## config.mk

```make
export PLATFORM = sky130hd
export DESIGN_NAME = sub_countdown_flat
export DESIGN_NICKNAME = d
export VERILOG_FILES = /design/src/rtl/sub_countdown_pkg.sv /design/src/rtl/sub_countdown_if.sv /design/src/rtl/sub_borrow_n.sv /design/src/rtl/sub_countdown.sv /design/src/flat_wrapper.sv
export SDC_FILE = /design/constraint.sdc
export NUM_CORES = 1
export LEC_CHECK = 0
export ABC_AREA = 1
export CAP_MARGIN = 25
export CORE_MARGIN = 2
export CORE_UTILIZATION = 35
export CTS_CLUSTER_DIAMETER = 200
export CTS_CLUSTER_SIZE = 30
export DETAILED_ROUTE_END_ITERATION = 7
export PLACE_DENSITY = 0.63
export SYNTH_ARGS = -nofsm -noshare
export SYNTH_HDL_FRONTEND = slang
export SYNTH_SLANG_ARGS = --single-unit
```

## constraint.sdc

```tcl
create_clock -name CLK -period 1.6 [get_ports CLK]
set_input_delay 0.32 -clock CLK [delete_from_list [all_inputs] [get_ports CLK]]
set_output_delay 0.32 -clock CLK [all_outputs]
set_load 0.01 [all_outputs]
```

## src/rtl/sub_countdown_pkg.sv

```systemverilog
// sub_countdown_pkg: shared definitions for the countdown engine.
//   state_e       - FSM state encoding (IDLE/RUN/DONE)
//   DEFAULT_WIDTH - default count/step width
//   FA_LUT_INIT   - truth table of the 3-input XOR used as the adder sum LUT
package sub_countdown_pkg;

  localparam int DEFAULT_WIDTH = 4;

  // Sum LUT of one full adder: O = I0 ^ I1 ^ I2 (I3 tied low).
  localparam logic [15:0] FA_LUT_INIT = 16'h9696;

  typedef enum logic [1:0] {
    IDLE = 2'b00,
    RUN  = 2'b01,
    DONE = 2'b10
  } state_e;

endpackage

```

## src/rtl/sub_countdown_if.sv

```systemverilog
// sub_countdown_if: control/status bundle of the countdown engine.
//   master (driver side) : drives LOAD, LOAD_VAL, STEP, EN; sees COUNT, BUSY, DONE, UNDERFLOW
//   slave  (engine side) : the mirror image
interface sub_countdown_if #(
  parameter int WIDTH = 4
);
  logic             LOAD;
  logic [WIDTH-1:0] LOAD_VAL;
  logic [WIDTH-1:0] STEP;
  logic             EN;
  logic [WIDTH-1:0] COUNT;
  logic             BUSY;
  logic             DONE;
  logic             UNDERFLOW;

  modport master (
    output LOAD, LOAD_VAL, STEP, EN,
    input  COUNT, BUSY, DONE, UNDERFLOW
  );

  modport slave (
    input  LOAD, LOAD_VAL, STEP, EN,
    output COUNT, BUSY, DONE, UNDERFLOW
  );
endinterface

```

## src/rtl/sub_borrow_n.sv

```systemverilog
// sub_borrow_n: WIDTH-bit ripple subtractor O = A - B, built as A + ~B + 1.
//   A, B  in  WIDTH  minuend / subtrahend
//   O     out WIDTH  difference (mod 2^WIDTH)
//   COUT  out 1      carry out of the MSB adder; inverted borrow (1 = no borrow)
// sub_borrow_fa: one bit of the chain, a LUT4 sum plus a dedicated carry cell.

module sub_borrow_fa
  import sub_countdown_pkg::*;
(
  input  logic a,
  input  logic b,
  input  logic ci,
  output logic s,
  output logic co
);
  logic [15:0] lut;
  assign lut = FA_LUT_INIT;
  // LUT4 addressed as {I3,I2,I1,I0} = {0,ci,b,a}
  assign s  = lut[{1'b0, ci, b, a}];
  // carry cell: majority of the two operands and carry-in
  assign co = (a & b) | ((a | b) & ci);
endmodule

module sub_borrow_n #(
  parameter int WIDTH = 4
) (
  input  logic [WIDTH-1:0] A,
  input  logic [WIDTH-1:0] B,
  output logic [WIDTH-1:0] O,
  output logic             COUT
);
  logic [WIDTH-1:0] b_n;
  logic [WIDTH:0]   carry;

  assign b_n      = ~B;
  assign carry[0] = 1'b1;   // the +1 of two's-complement negation
  assign COUT     = carry[WIDTH];

  sub_borrow_fa u_fa [WIDTH-1:0] (
    .a  (A),
    .b  (b_n),
    .ci (carry[WIDTH-1:0]),
    .s  (O),
    .co (carry[WIDTH:1])
  );
endmodule

```

## src/rtl/sub_countdown.sv

```systemverilog
// sub_countdown: load-and-decrement countdown engine.
//   CLK    in  rising-edge clock
//   RESET  in  synchronous active-high reset (overrides LOAD)
//   bus    slave modport of sub_countdown_if:
//          LOAD/LOAD_VAL start a count, STEP is subtracted on each EN cycle in RUN,
//          COUNT/BUSY/DONE/UNDERFLOW are all registered.
// The subtractor always computes COUNT - STEP; the FSM decides whether to use it.
module sub_countdown
  import sub_countdown_pkg::*;
#(
  parameter int WIDTH = DEFAULT_WIDTH
) (
  input  logic         CLK,
  input  logic         RESET,
  sub_countdown_if.slave bus
);
  state_e           state_q, state_d;
  logic [WIDTH-1:0] count_q, count_d;
  logic             underflow_q, underflow_d;
  logic             busy_q, done_q;

  logic [WIDTH-1:0] diff;
  logic             cout;
  logic             borrow;
  logic             diff_zero;

  sub_borrow_n #(.WIDTH(WIDTH)) u_sub (
    .A    (count_q),
    .B    (bus.STEP),
    .O    (diff),
    .COUT (cout)
  );

  assign borrow    = ~cout;
  assign diff_zero = ~|diff;

  always_comb begin
    state_d     = state_q;
    count_d     = count_q;
    underflow_d = underflow_q;
    if (bus.LOAD) begin
      // restart from any state; an in-flight decrement is dropped
      count_d     = bus.LOAD_VAL;
      underflow_d = 1'b0;
      state_d     = (bus.LOAD_VAL == '0) ? DONE : RUN;
    end else if (state_q == RUN && bus.EN) begin
      if (borrow) begin
        count_d     = '0;
        underflow_d = 1'b1;
        state_d     = DONE;
      end else begin
        // STEP==0 lands here with diff==COUNT (nonzero in RUN), so it just holds
        count_d = diff;
        if (diff_zero) state_d = DONE;
      end
    end
  end

  // Status flags are registered off the next state so they line up with COUNT.
  always_ff @(posedge CLK) begin
    if (RESET) begin
      state_q     <= IDLE;
      count_q     <= '0;
      underflow_q <= 1'b0;
      busy_q      <= 1'b0;
      done_q      <= 1'b0;
    end else begin
      state_q     <= state_d;
      count_q     <= count_d;
      underflow_q <= underflow_d;
      busy_q      <= (state_d == RUN);
      done_q      <= (state_d == DONE);
    end
  end

  assign bus.COUNT     = count_q;
  assign bus.BUSY      = busy_q;
  assign bus.DONE      = done_q;
  assign bus.UNDERFLOW = underflow_q;
endmodule
```

## src/flat_wrapper.sv

```systemverilog
// flat-port wrapper written by rule: the top's interface ports become plain ports
module sub_countdown_flat import sub_countdown_pkg::*;
#(
  parameter int WIDTH = DEFAULT_WIDTH
)
  (CLK, RESET, bus_LOAD, bus_LOAD_VAL, bus_STEP, bus_EN, bus_COUNT, bus_BUSY, bus_DONE, bus_UNDERFLOW);
  sub_countdown_if #(.WIDTH(WIDTH)) bus_i ();
  input  logic CLK;
  input  logic RESET;
  input wire logic [$bits(bus_i.LOAD)-1:0] bus_LOAD;
  input wire logic [$bits(bus_i.LOAD_VAL)-1:0] bus_LOAD_VAL;
  input wire logic [$bits(bus_i.STEP)-1:0] bus_STEP;
  input wire logic [$bits(bus_i.EN)-1:0] bus_EN;
  output wire logic [$bits(bus_i.COUNT)-1:0] bus_COUNT;
  output wire logic [$bits(bus_i.BUSY)-1:0] bus_BUSY;
  output wire logic [$bits(bus_i.DONE)-1:0] bus_DONE;
  output wire logic [$bits(bus_i.UNDERFLOW)-1:0] bus_UNDERFLOW;
  assign bus_i.LOAD = bus_LOAD;
  assign bus_i.LOAD_VAL = bus_LOAD_VAL;
  assign bus_i.STEP = bus_STEP;
  assign bus_i.EN = bus_EN;
  assign bus_COUNT = bus_i.COUNT;
  assign bus_BUSY = bus_i.BUSY;
  assign bus_DONE = bus_i.DONE;
  assign bus_UNDERFLOW = bus_i.UNDERFLOW;
  sub_countdown #(.WIDTH(WIDTH)) u_core (.CLK(CLK), .RESET(RESET), .bus(bus_i));
endmodule
```

==> parameters.txt <==
Parameter                              Value

Worst setup path
  Endpoint type of the worst setup path    register
  FF-to-FF End    u_core.bus.COUNT[1]
  Critical path start-end classification    in2reg
  Combined buffer and inverter count along the critical path    3
  Launching point of the worst reg2reg path    u_core.bus.COUNT[0]
  CP Launch Point    bus_STEP[3]
  Worst path cell trace    clkdlybuf4s50_1 -> buf_4 -> ha_1 -> inv_1 -> a21oi_4 -> nor3_4 -> nand2_1 -> a21oi_1
  Path depth of the worst reg2reg path    9
  Data required time at the worst endpoint    between 1.5 and 2 ns
  Number of logic stages on the critical path including buffering    8
  Crit path max fanout    3
  Capture point of the worst path    u_core.bus.COUNT[1]
  Slowest library cell on the worst path    sky130_fd_sc_hd__clkdlybuf4s50_1
  Setup slack of the worst register-to-register path    ~0.08 ns
  Slowest Stage Delay on Critical Path    roughly 0.42 ns
  Crit path arrival time    approximately 1.7 ns
  Kind of launch point of the worst setup path    primary input
  Family with the most delay on the worst path    buffers and inverters

Place
  Cell Area, Placed    a little under 900 sq um
  Post-DP HPWL    around 1.1 mm
  Place WS    -0.4425 ns
  Final Wtd Congestion    a little under 0.8
  Number of buffers added on ports    18

Synth
  Top cells by count, synth    32 x sky130_fd_sc_hd__inv_1, 20 x sky130_fd_sc_hd__nand2_1, 9 x sky130_fd_sc_hd__dfxtp_1
  Yosys warns    0
  Area share of the largest cell type after synthesis    between 20% and 30%
  Synth area leader    sky130_fd_sc_hd__dfxtp_1
  Leading cell types by total area after synthesis    sky130_fd_sc_hd__dfxtp_1 26%, sky130_fd_sc_hd__inv_1 17%, sky130_fd_sc_hd__ha_1 13%
  Cell count after synthesis    approximately 110
  Post-Syn Area    around 700 sq um
  Post-synth EDFFs    0
  Net count after synthesis    126
  Share of the yosys chip area belonging to registers    between 20% and 30%
  Async S/R FF share, synth    0%
  Most instantiated library cell after synthesis    sky130_fd_sc_hd__inv_1
  Synthesized area per cell    approximately 6.4 sq um
  Top flip-flop cell by instance count after synthesis    sky130_fd_sc_hd__dfxtp_1
  Unique cell type count in the Yosys netlist    20
  Seq cells post-synth    9

Clocking
  Setup Buffers After CTS    0
  Insertion delay of the later-clocked pin in the worst-skew pair    0.25 ns
  Number of buffers added by the clock tree synthesis step    3
  CTS tree    done
  Clk pin slew, worst setup/hold paths    about 0.06 ns
  H-tree level count    1
  Sink Count    9
  Clock tree buffer depth    2
  Root buffer cell    sky130_fd_sc_hd__clkbuf_4

Timing
  Slew Limit Headroom    about four fifths
  Hold Vio Cnt, Final    0
  Setup slack after layout    roughly 0.072 ns
  Worst clock skew on the final layout    about 0.00094 ns
  Slew Viols, Final    0
  Portion of the clock cycle consumed by the worst path in the final layout    a little over nine tenths
  Minimum clock period    approximately 1.5 ns
  Worst Max-Slew Pin Slew    between 0.3 and 0.4 ns
  Fmax    roughly 650 MHz
  Final setup violation count    0

Power and ir drop
  Ratio of total power to cell area    approximately 630 nW/um^2
  Peak supply drop    0.3418 mV
  Leak Pwr    between 0.4 and 0.5 nW

Floorplan
  Width of the die    a little under 50 um
  Die Area    2337 sq um
  Placement Rows    16
  Placeable core region    ~1900 sq um
  Die span in y    48.34 um
  Count of boundary I/O pins    19
  Starting density of the core    approximately 36%

Routing
  Routed wire length    about 1.4 mm
  Routed vias    around 670
  First-pass iteration count of the detailed router    3
  DRC marker count from the first detailed-route iteration    11
  Routed WL per cell    9.260 um
  Antenna Violating Nets Remaining    0
  Final routed DRC violation total    0
  Avg Vias per Cell    ~4.3

Finish
  Net count of the finished layout    147
  Final instance area    991.0 sq um
  Signed area change from the synthesized netlist to the final layout    44.00%
  Number of antenna diodes    0
  Filler Cells Inserted    slightly below 200
  Share of post-route cells with drive strength above 1    22.83%

Flow run
  Max_cap viols    0

Status
  Status    completed

Global routing
  Overall track demand over capacity in global routing    roughly an eighth
  Number of global-route vias before repair    between 600 and 700
  Largest net degree at the start of global routing    9
  Leftover overflow at the end of global routing    0
  Number of antenna violations at the first check in global routing    0
  Global-route wire length before repair    roughly 2.3 mm

Hold path
  Worst min path class    reg2reg
## cells in the final DEF, fill, tap and decap left out, types with 3 or more instances in the layout
| cell | instances |
|---|---|
| sky130_fd_sc_hd__inv_1 | 31 |
| sky130_fd_sc_hd__nand2_1 | 16 |
| sky130_fd_sc_hd__clkdlybuf4s50_1 | 15 |
| sky130_fd_sc_hd__dfxtp_1 | 7 |
| sky130_fd_sc_hd__nand2_2 | 6 |
| sky130_fd_sc_hd__nor2_1 | 6 |
| sky130_fd_sc_hd__nand3_1 | 5 |
| sky130_fd_sc_hd__ha_1 | 5 |
| sky130_fd_sc_hd__a21oi_1 | 3 |
| sky130_fd_sc_hd__clkbuf_4 | 3 |
| sky130_fd_sc_hd__buf_4 | 3 |
## metal layers
metal / vias to the layer above / global-route usage, % / part of all wire [%]
li1: 355 / - / -
met1: 302 / 13.29 / 43
met2: 9 / 21.99 / 54
met3: 0 / 4.012 / 2.5
met4: 0 / 2.857 / 0
met5: - / 0 / 0
## registers in the layout, summed over array words and instances (netlist names)
name / flops
u_core.bus.BUSY: 1
u_core.bus.COUNT: 4
u_core.bus.DONE: 1
u_core.bus.UNDERFLOW: 1
u_core.state_q: 2
## final cells by class
cell class                      count  area (sq um)  area share [%]
Clock buffer                        4         26.28           2.652
Sequential cell                     9         182.7           18.43
Inverter                           33         123.9           12.50
Tap cell                           27         33.78           3.409
Timing Repair Buffer               21         202.7           20.45
Multi-Input combinational cell     60         421.7           42.55
## how the worst min path moves through the flow
stage / from / end / slack (ns) / depth (start not counted)
global placement: u_core.bus.UNDERFLOW / u_core.bus.UNDERFLOW / 0.45 / 2
finish: u_core.bus.UNDERFLOW / u_core.bus.UNDERFLOW / 0.46 / 2
global route: u_core.bus.UNDERFLOW / u_core.bus.UNDERFLOW / 0.48 / 2
CTS: u_core.bus.UNDERFLOW / u_core.bus.UNDERFLOW / 0.47 / 2
floorplan: bus_LOAD / u_core.bus.UNDERFLOW / 0.40 / 1
detailed placement: u_core.bus.UNDERFLOW / u_core.bus.UNDERFLOW / 0.46 / 2
## power breakdown
group	internal (mW)	total, mW	switching, mW
combinational	0.0989	0.207	0.108
sequential	0.238	0.246	0.00863
clock	0.0959	0.172	0.0757
## logic make-up (layout without fill, tap and decap cells)
group | after synthesis | count (layout) | share of synthesized area [%]
adders and majority gates | 7 | 7 | 12.73
AOI/OAI and AO/OA | 11 | 11 | 9.273
DFF | 9 | 9 | 26.18
buffers and inverters | 38 | 58 | 22.91
and+or+nand+nor | 42 | 42 | 28.91
## stage by stage
step	utilization (%)	hold WS (ns)	power, mW	TNS, ns	instances
after global placement	46.84	0.4498	0.4302	-2.828	150
after floorplan	-	0.3985	0.3627	0	107
after global routing	52.11	0.4834	0.6632	-0.02101	154
after detailed placement	46.84	0.4562	0.4335	-3.163	150
after CTS	48.82	0.4670	0.6111	0	154
final	52.11	0.4609	0.6248	0	154
## worst reg2reg max path: cells and delay by family (launching register included)
kind / cells / cell delay [ns]
simple gates: 4 / 0.48
compound gates: 3 / 0.39
fa+ha+maj: 1 / 0.17
buf+inv: 1 / 0.08
flops: 1 / 0.33
## what timing repair did
item | CTS | global route
gates cloned | 0 | 0
gates resized for setup | 6 | 16
hold endpoints to repair | 0 | 0
setup endpoints to repair | 6 | 7
pin swaps | 7 | 9
hold buffers | 0 | 0
Note: power is estimated with default switching activity, not from simulation.
